<file path="config.mk">
export PLATFORM = sky130hd
export DESIGN_NAME = conv_pe_seq_ctrl
export DESIGN_NICKNAME = d
export VERILOG_FILES = /design/src/rtl/conv_pe_seq_ctrl.sv
export SDC_FILE = /design/constraint.sdc
export NUM_CORES = 1
export LEC_CHECK = 0
export ABC_CLOCK_PERIOD_IN_PS = 2600
export BUFFER_PORTS_ARGS = -buffer_cell sky130_fd_sc_hd__buf_2
export CELL_PAD_IN_SITES_DETAIL_PLACEMENT = 2
export CELL_PAD_IN_SITES_GLOBAL_PLACEMENT = 2
export CORE_ASPECT_RATIO = 1.25
export CORE_UTILIZATION = 27
export DETAILED_ROUTE_END_ITERATION = 8
export PLACE_DENSITY = 0.73
export SLEW_MARGIN = 0
export SYNTH_ARGS = -nofsm -noshare
export SYNTH_HDL_FRONTEND = slang
export SYNTH_SLANG_ARGS = --single-unit
</file>
<file path="constraint.sdc">
create_clock -name clk -period 2.6 [get_ports clk]
set_input_delay 0.13 -clock clk [delete_from_list [all_inputs] [get_ports clk]]
set_output_delay 0.13 -clock clk [all_outputs]
set_load 0.005 [all_outputs]
</file>
<file path="src/rtl/conv_pe_seq_ctrl.sv">
// PE sequencing controller: IF/filter load, read-gen arming, row stepping, multi-pass accumulation, psum merge.
// Optional build macro CONV_CTRL_PERF_EN adds a busy-cycle counter output cycle_cnt.
module conv_pe_seq_ctrl #(
   parameter int ROW_W  = 3,
   parameter int PASS_W = 6,
   parameter int MODE_W = 2
) (
   input  logic              clk,
   input  logic              rst,
   input  logic              start,
   input  logic [MODE_W-1:0] cfg_mode,
   input  logic [ROW_W-1:0]  cfg_rows,
   input  logic [PASS_W-1:0] cfg_passes,
   input  logic              full_done,
   input  logic              row_done,
   input  logic              psum_done,
   input  logic              stride_flag,
   input  logic              psum_empty,
   input  logic              psum_buf_empty,
   output logic              busy,
   output logic              done,
   output logic              err,
   output logic              reset_all,
   output logic              if_read_start,
   output logic              filt_read_start,
   output logic              start_rd_gen,
   output logic              clear_regs,
   output logic              reset_filter,
   output logic              go_next_row,
   output logic              accumulate,
   output logic              psum_ren,
   output logic              psum_same_addr,
   output logic [ROW_W-1:0]  row_idx,
   output logic [PASS_W-1:0] pass_idx
`ifdef CONV_CTRL_PERF_EN
   ,
   output logic [31:0]       cycle_cnt
`endif
);

   typedef enum logic [2:0] {
      S_IDLE, S_LOAD, S_ARM, S_RUN_S, S_RUN_R, S_MERGE, S_NEXT_PASS, S_DONE
   } state_t;

   state_t              state_q, state_d;
   logic [MODE_W-1:0]   mode_q, mode_d;
   logic [ROW_W-1:0]    rows_q, rows_d;
   logic [PASS_W-1:0]   passes_q, passes_d;
   logic [ROW_W-1:0]    row_idx_q, row_idx_d;
   logic [PASS_W-1:0]   pass_idx_q, pass_idx_d;
   logic [ROW_W-1:0]    last_row_s;
   logic [PASS_W-1:0]   last_pass_s;

   // A zero count in the latched config means a single row / single pass.
   assign last_row_s  = (rows_q == {ROW_W{1'b0}}) ? {ROW_W{1'b0}} : rows_q - ROW_W'(1);
   assign last_pass_s = (passes_q == {PASS_W{1'b0}}) ? {PASS_W{1'b0}} : passes_q - PASS_W'(1);

   assign row_idx  = row_idx_q;
   assign pass_idx = pass_idx_q;

   always_ff @(posedge clk or posedge rst) begin
      if (rst) begin
         state_q    <= S_IDLE;
         mode_q     <= {MODE_W{1'b0}};
         rows_q     <= {ROW_W{1'b0}};
         passes_q   <= {PASS_W{1'b0}};
         row_idx_q  <= {ROW_W{1'b0}};
         pass_idx_q <= {PASS_W{1'b0}};
      end else begin
         state_q    <= state_d;
         mode_q     <= mode_d;
         rows_q     <= rows_d;
         passes_q   <= passes_d;
         row_idx_q  <= row_idx_d;
         pass_idx_q <= pass_idx_d;
      end
   end

   always_comb begin
      state_d         = state_q;
      mode_d          = mode_q;
      rows_d          = rows_q;
      passes_d        = passes_q;
      row_idx_d       = row_idx_q;
      pass_idx_d      = pass_idx_q;
      busy            = 1'b0;
      done            = 1'b0;
      err             = 1'b0;
      reset_all       = 1'b0;
      if_read_start   = 1'b0;
      filt_read_start = 1'b0;
      start_rd_gen    = 1'b0;
      clear_regs      = 1'b0;
      reset_filter    = 1'b0;
      go_next_row     = 1'b0;
      accumulate      = 1'b0;
      psum_ren        = 1'b0;
      psum_same_addr  = 1'b1;

      case (state_q)
         S_IDLE: begin
            reset_all = 1'b1;
         end
         S_LOAD: begin
            busy            = 1'b1;
            if_read_start   = 1'b1;
            filt_read_start = 1'b1;
            state_d         = S_ARM;
         end
         S_ARM: begin
            busy         = 1'b1;
            start_rd_gen = 1'b1;
            case (mode_q)
               2'd0:    state_d = S_RUN_S;
               2'd1:    state_d = S_RUN_R;
               2'd2:    state_d = S_MERGE;
               default: state_d = S_DONE;
            endcase
         end
         S_RUN_S: begin
            busy       = 1'b1;
            clear_regs = psum_done | stride_flag;
            psum_ren   = (pass_idx_q != {PASS_W{1'b0}});
            if (full_done) begin
               state_d = S_NEXT_PASS;
            end else begin
               state_d = S_RUN_S;
            end
         end
         S_RUN_R: begin
            busy       = 1'b1;
            clear_regs = psum_done | stride_flag;
            if (row_done) begin
               go_next_row  = 1'b1;
               reset_filter = 1'b1;
               if (row_idx_q == last_row_s) begin
                  row_idx_d = {ROW_W{1'b0}};
                  state_d   = S_NEXT_PASS;
               end else begin
                  row_idx_d = row_idx_q + ROW_W'(1);
               end
            end else begin
               row_idx_d = row_idx_q;
            end
         end
         S_MERGE: begin
            busy           = 1'b1;
            psum_ren       = 1'b1;
            psum_same_addr = 1'b0;
            if (psum_empty) begin
               accumulate = 1'b0;
               state_d    = S_DONE;
            end else begin
               accumulate = ~psum_buf_empty;
            end
         end
         S_NEXT_PASS: begin
            busy = 1'b1;
            if (pass_idx_q == last_pass_s) begin
               state_d = S_DONE;
            end else begin
               pass_idx_d = pass_idx_q + PASS_W'(1);
               state_d    = S_ARM;
            end
         end
         S_DONE: begin
            done    = 1'b1;
            err     = (mode_q == 2'd3);
            state_d = S_IDLE;
         end
         default: begin
            state_d = S_IDLE;
         end
      endcase

      // A restart overrides any completion, including the done/err pulse.
      if (start) begin
         state_d    = S_LOAD;
         mode_d     = cfg_mode;
         rows_d     = cfg_rows;
         passes_d   = cfg_passes;
         row_idx_d  = {ROW_W{1'b0}};
         pass_idx_d = {PASS_W{1'b0}};
         done       = 1'b0;
         err        = 1'b0;
      end else begin
         mode_d = mode_q;
      end
   end

`ifdef CONV_CTRL_PERF_EN
   logic [31:0] cnt_q, cnt_d;

   assign cycle_cnt = cnt_q;

   always_ff @(posedge clk or posedge rst) begin
      if (rst) begin
         cnt_q <= 32'd0;
      end else begin
         cnt_q <= cnt_d;
      end
   end

   always_comb begin
      if (start) begin
         cnt_d = 32'd0;
      end else if (busy && (cnt_q != 32'hFFFF_FFFF)) begin
         cnt_d = cnt_q + 32'd1;
      end else begin
         cnt_d = cnt_q;
      end
   end
`endif

endmodule

</file>
Word level (Yosys, flattened, before mapping):

Index checks and enable logic that the tools add are counted.

* bits of input ports: 20
* register bits after elaboration: 23
* logic and storage cells: 74
* memories: 0
* ROM bits: 0
* bits in writable memories: 0
* bits in latches: 0

* $mul: 0
* order comparisons: 0
* shift operators: 0
* multiplexer cells: 32
* divide/modulo/power cells: 0
* reductions and logical operators: 14
* eq/ne operators: 16
* $add $sub $neg: 4
* bitwise logic cells: 2

Operators with widths (number)
* $mux W3: 11
* $mux W6: 4
* $pmux W3 S7: 1
* $mux W1: 14
* $eq A3 B3 Y1 const B: 4
* $ne A3 B3 Y1 const B: 3
* $pmux W3 S3: 1
* $reduce_bool A8 Y1: 1
* $add A6 B1 Y6 const B: 1
* $eq A3 B2 Y1 const B: 2
* $eq A6 B6 Y1: 1
* $logic_not A3 Y1: 2
* $logic_not A6 Y1: 1
* $reduce_bool A2 Y1: 3
* $reduce_bool A6 Y1: 1
* $reduce_or A6 Y1: 1
* $sub A6 B1 Y6 const B: 1
* $eq A2 B2 Y1 const B: 2
* $reduce_and A2 Y1: 2
* $reduce_and A4 Y1: 1
* $add A3 B1 Y3 const B: 1
* $eq A3 B1 Y1 const B: 1
* $eq A3 B3 Y1: 1
* $sub A3 B1 Y3 const B: 1
* other kinds (7): 7

Longest topological paths before layout:

* depth after elaboration: 7
* depth in mapped cells: 10

Worst setup path after synthesis:

Ideal clock, no wire load.

* path type: reg2reg
* start: reg passes_q[0]
* end: reg pass_idx_q[3] (netlist: pass_idx[3])
* stages on the path, launching flop included: 10
* library setup time: 125 ps
* clock period less this slack: 2445 ps
* arrival time: 2319 ps
* buffers on the path: 0
* data required time: 2475 ps
* slack: 155 ps
* path through: dfrtp_1 -> inv_1 -> ha_1 -> or3b_4 -> xnor2_1 -> a22oi_1 -> nor4_2 -> a21oi_4 -> and4_4 -> mux2_4

* cells in the longest elaborated chain, start to end: 5

RTL lines
* from (decl): line 48 `logic [PASS_W-1:0] passes_q, passes_d;`
* from (signal assigned): line 66 `passes_q <= {PASS_W{1'b0}};`
* from (signal assigned): line 73 `passes_q <= passes_d;`
* $sub A6 B1 Y6 / $logic_not A6 Y1 (equally long branches): line 56 `assign last_pass_s = (passes_q == {PASS_W{1'b0}}) ? {PASS_W{1'b0}} : passes_q - PASS_W'(1);`
* $mux W6 *: line 56
* $eq A6 B6 Y1 *: line 159 `if (pass_idx_q == last_pass_s) begin`
* $ne A2 B2 Y1 (no source line) *
* $reduce_and A2 Y1 (no source line) *
* to (signal assigned): line 68 `pass_idx_q <= {PASS_W{1'b0}};`
* to (signal assigned): line 75 `pass_idx_q <= pass_idx_d;`
* to (decl): line 50 `logic [PASS_W-1:0] pass_idx_q, pass_idx_d;`

Mark *: on every way between the ends. The rest lies on a longest branch, timed or not.
A chain may end at the register's enable or synchronous reset.

Final worst setup path:

Same ends and word-level chain as after synthesis.

==> results by group <==
Status
  • Outcome: complete, no violations

STA
  • Relative slew slack: 36.9%
  • Unrepaired setup endpoints after global routing: no
  • Fin crit period: 2490 ps
  • Setup ws final: 107 ps
  • Final hold violation count: 0
  • F_max: 0.401 GHz
  • Setup violations, final: 0
  • Slew Limit Fails: 0
  • Final Skew: 3.88 ps
  • Final period util: 95.9%
  • Slew @ Worst Pin: 945 ps
  • Setup_tns: 0 ps

Power
  • PwrDens: 458 nW/um2
  • LEAKAGE: 0.929 nW
  • NetSw: 0.276 mW
  • Gate power share: 23.6%
  • Switching Share: 32.0%
  • Max IR drop VDD: 0.165 mV
  • Total power: 0.862 mW
  • Reg power frac: 48.9%
  • Int Pwr: 0.586 mW
  • Clk network pwr share: 27.5%

Clock tree
  • Clk Latency, worst-skew pair: 270 ps
  • H-tree depth: 1
  • CTS tree: done
  • Hold-fix buffers, CTS: 0
  • CTS Buf Count: 3
  • Root buffer cell: clkbuf_8
  • Sink Count: 23
  • Reg clk slew, reported paths: 90 ps
  • Clock buffer depth: 2

Drt
  • Initial DRC count: 29
  • Pre-antenna DRT Iters: 4
  • Vias: 1360
  • Antenna Nets Post-Route: 0
  • Residual DRC: 0
  • Final wirelength: 4100 um
  • Vias per inst: 4.87
  • DR WL/cell: 14.7 um

Global route
  • GR Overflow Total: 0
  • Initial antenna violation count: 0
  • First-pass GRT wire length: 6840 um
  • Number of global-route vias before repair: 1475
  • Largest net degree at the start of global routing: 34
  • Gr usage total: 14.0%

Placement
  • Placed instance count: 274
  • DP HPWL: 3050 um
  • Final Wtd Congestion: 0.785
  • Placed cell area: 1820 um2
  • IO Port Bufs: 41
  • DP Worst Slack: 56.9 ps

Synthesis
  • Distinct cells, synth: 46
  • Syn Area/Cell: 8.81 um2
  • Number of synthesized register bits: 23
  • Synthesized area: 1560 um2
  • Post-synthesis sequential area ratio: 36.9%
  • Asr flop ratio synth: 100%
  • Primary FF master, synth: dfrtp_1
  • Syn_nets: 206
  • Number of synthesized flops with an enable pin: 0
  • Synth warn: 0
  • Cells after Synth: 177

Worst setup path
  • Top delay family on crit path: simple AND/OR/NAND/NOR gates
  • Critical Path Fanout Max: 5
  • Crit end category: register
  • Bufs and invs on worst path: 1
  • Worst Path Required: 2770 ps
  • Startpoint types: register
  • CP cell instances: inv_1, ha_1, or3b_4, xnor2_1, a22oi_1, nor4_4, a21oi_4, and4_4, mux2_4
  • Worst EP arrival: 2660 ps
  • Crit Path Class: register to register
  • CP max stage delay: 420 ps
  • Slowest-stage cell, CP: dfrtp_1

Floorplan
  • Die ar.: 6090 um2
  • FP Rows: 30
  • Die Y: 87.0 um
  • IO Count: 42
  • Core Region: 5480 um2
  • Die W: 70.0 um
  • Initial Util: 28.5%

Run
  • Max cap viols: 0

Hold path
  • HP Class: primary input to asynchronous set/reset pin

Finish
  • Final #Nets: 245
  • # diodes: 0
  • Area growth syn-to-layout: 20.6%
  • Filler Cell Count: 646
  • Final Non-Filler Cells: 279
  • Design area: 1880 um2
  • Layout cells sized above 1: 29.8%
==> synthesized netlist by cell type (2+ instances only) <==
library cell | count | area share [%]
buf_4 | 2 | 0.96
mux2_2 | 6 | 4.3
dfrtp_1 | 23 | 37
nand4_1 | 3 | 1.2
xnor2_1 | 3 | 1.7
nand2b_1 | 2 | 0.80
xor2_1 | 5 | 2.8
clkbuf_1 | 8 | 1.9
nand2_1 | 14 | 3.4
a22o_1 | 2 | 1.1
ha_1 | 9 | 7.2
nor3_1 | 5 | 1.6
o21ai_0 | 11 | 3.5
nor3b_1 | 3 | 1.4
mux2i_1 | 2 | 1.3
nor2b_1 | 8 | 3.2
nor2_1 | 17 | 4.1
a21oi_1 | 12 | 3.8
inv_1 | 14 | 3.4
and2_1 | 2 | 0.80
==> layout by cell type (no fill, tap or decap), drive strengths merged, types with 2 or more instances in the layout <==
master / count
nand4: 3
ha: 9
a22o: 2
inv: 14
nor2b: 8
a21oi: 13
or3b: 2
and2: 2
xor2: 5
xnor2: 3
nor3b: 3
buf: 44
nor4: 2
dfrtp: 23
clkbuf: 4
o21ai: 12
nand2: 14
nand2b: 2
nor2: 17
mux2i: 2
mux2: 7
nor3: 5
==> power groups by stage <==
stage	registers [mW]	logic, mW	clock network (mW)
CTS	0.422	0.205	0.247
finish	0.422	0.204	0.237
global route	0.428	0.233	0.255
floorplan	0.404	0.157	0
global placement	0.428	0.198	0
detailed placement	0.429	0.203	0
==> final timing paths <==
check                              start     endpoint  slack (ps)  cells after the start
setup / recovery             passes_q[0]  pass_idx[3]         110                      9
hold / removal                       rst    rows_q[0]          50                      2
setup reg to reg             passes_q[0]  pass_idx[3]         110                      9
hold reg to reg               row_idx[2]   row_idx[2]         560                      1
max in group asynchronous            rst    mode_q[0]        1970                      2
min in group clk           cfg_passes[1]  passes_q[1]          60                      3
==> routing by layer <==
metal	share of wire (%)	global-route usage (%)
met2	50	25.0
met4	1.2	5.45
met5	0	0
met1	47	17.1
met3	1.8	1.50
==> kinds of logic after synthesis <==
group	after synthesis	synth area share (%)
AO/OA/AOI/OAI	38	15.8
buffers and inverters	24	6.25
multiplexers	9	6.58
adder cells (fa/ha/maj)	9	7.22
AND/OR/NAND/NOR	66	22.8
flip-flops	23	36.9
XOR/XNOR	8	4.49
==> cell type report <==
class	count	area (um2)	share of cell area (%)
Sequential cell	23	576	30.6
Clock buffer	4	45.0	2.39
Tap cell	64	80.1	4.26
Timing Repair Buffer	44	228	12.1
Inverter	14	52.6	2.79
Multi-Input combinational cell	130	901	47.9
==> stage by stage <==
step           utilization [%]  hold WS, ps
2_1_floorplan                -          132
3_3_place_gp              33.1          338
3_5_place_dp              33.1          346
4_1_cts                   33.9         58.6
5_1_grt                   34.3         79.5
6_report                  34.3         53.2
==> registers in the layout, indices dropped and copies added, names as in the netlist <==
register	count
mode_q	2
pass_idx	6
passes_q	6
state_q	3
rows_q	3
row_idx	3
==> repair_timing <==
action / CTS / global route
gates resized for setup: 0 / 3
pin swaps: 1 / 1
setup buffers: 0 / 1
endpoints found under the setup margin: 1 / 5
Note: power is estimated with default switching activity, not from simulation.
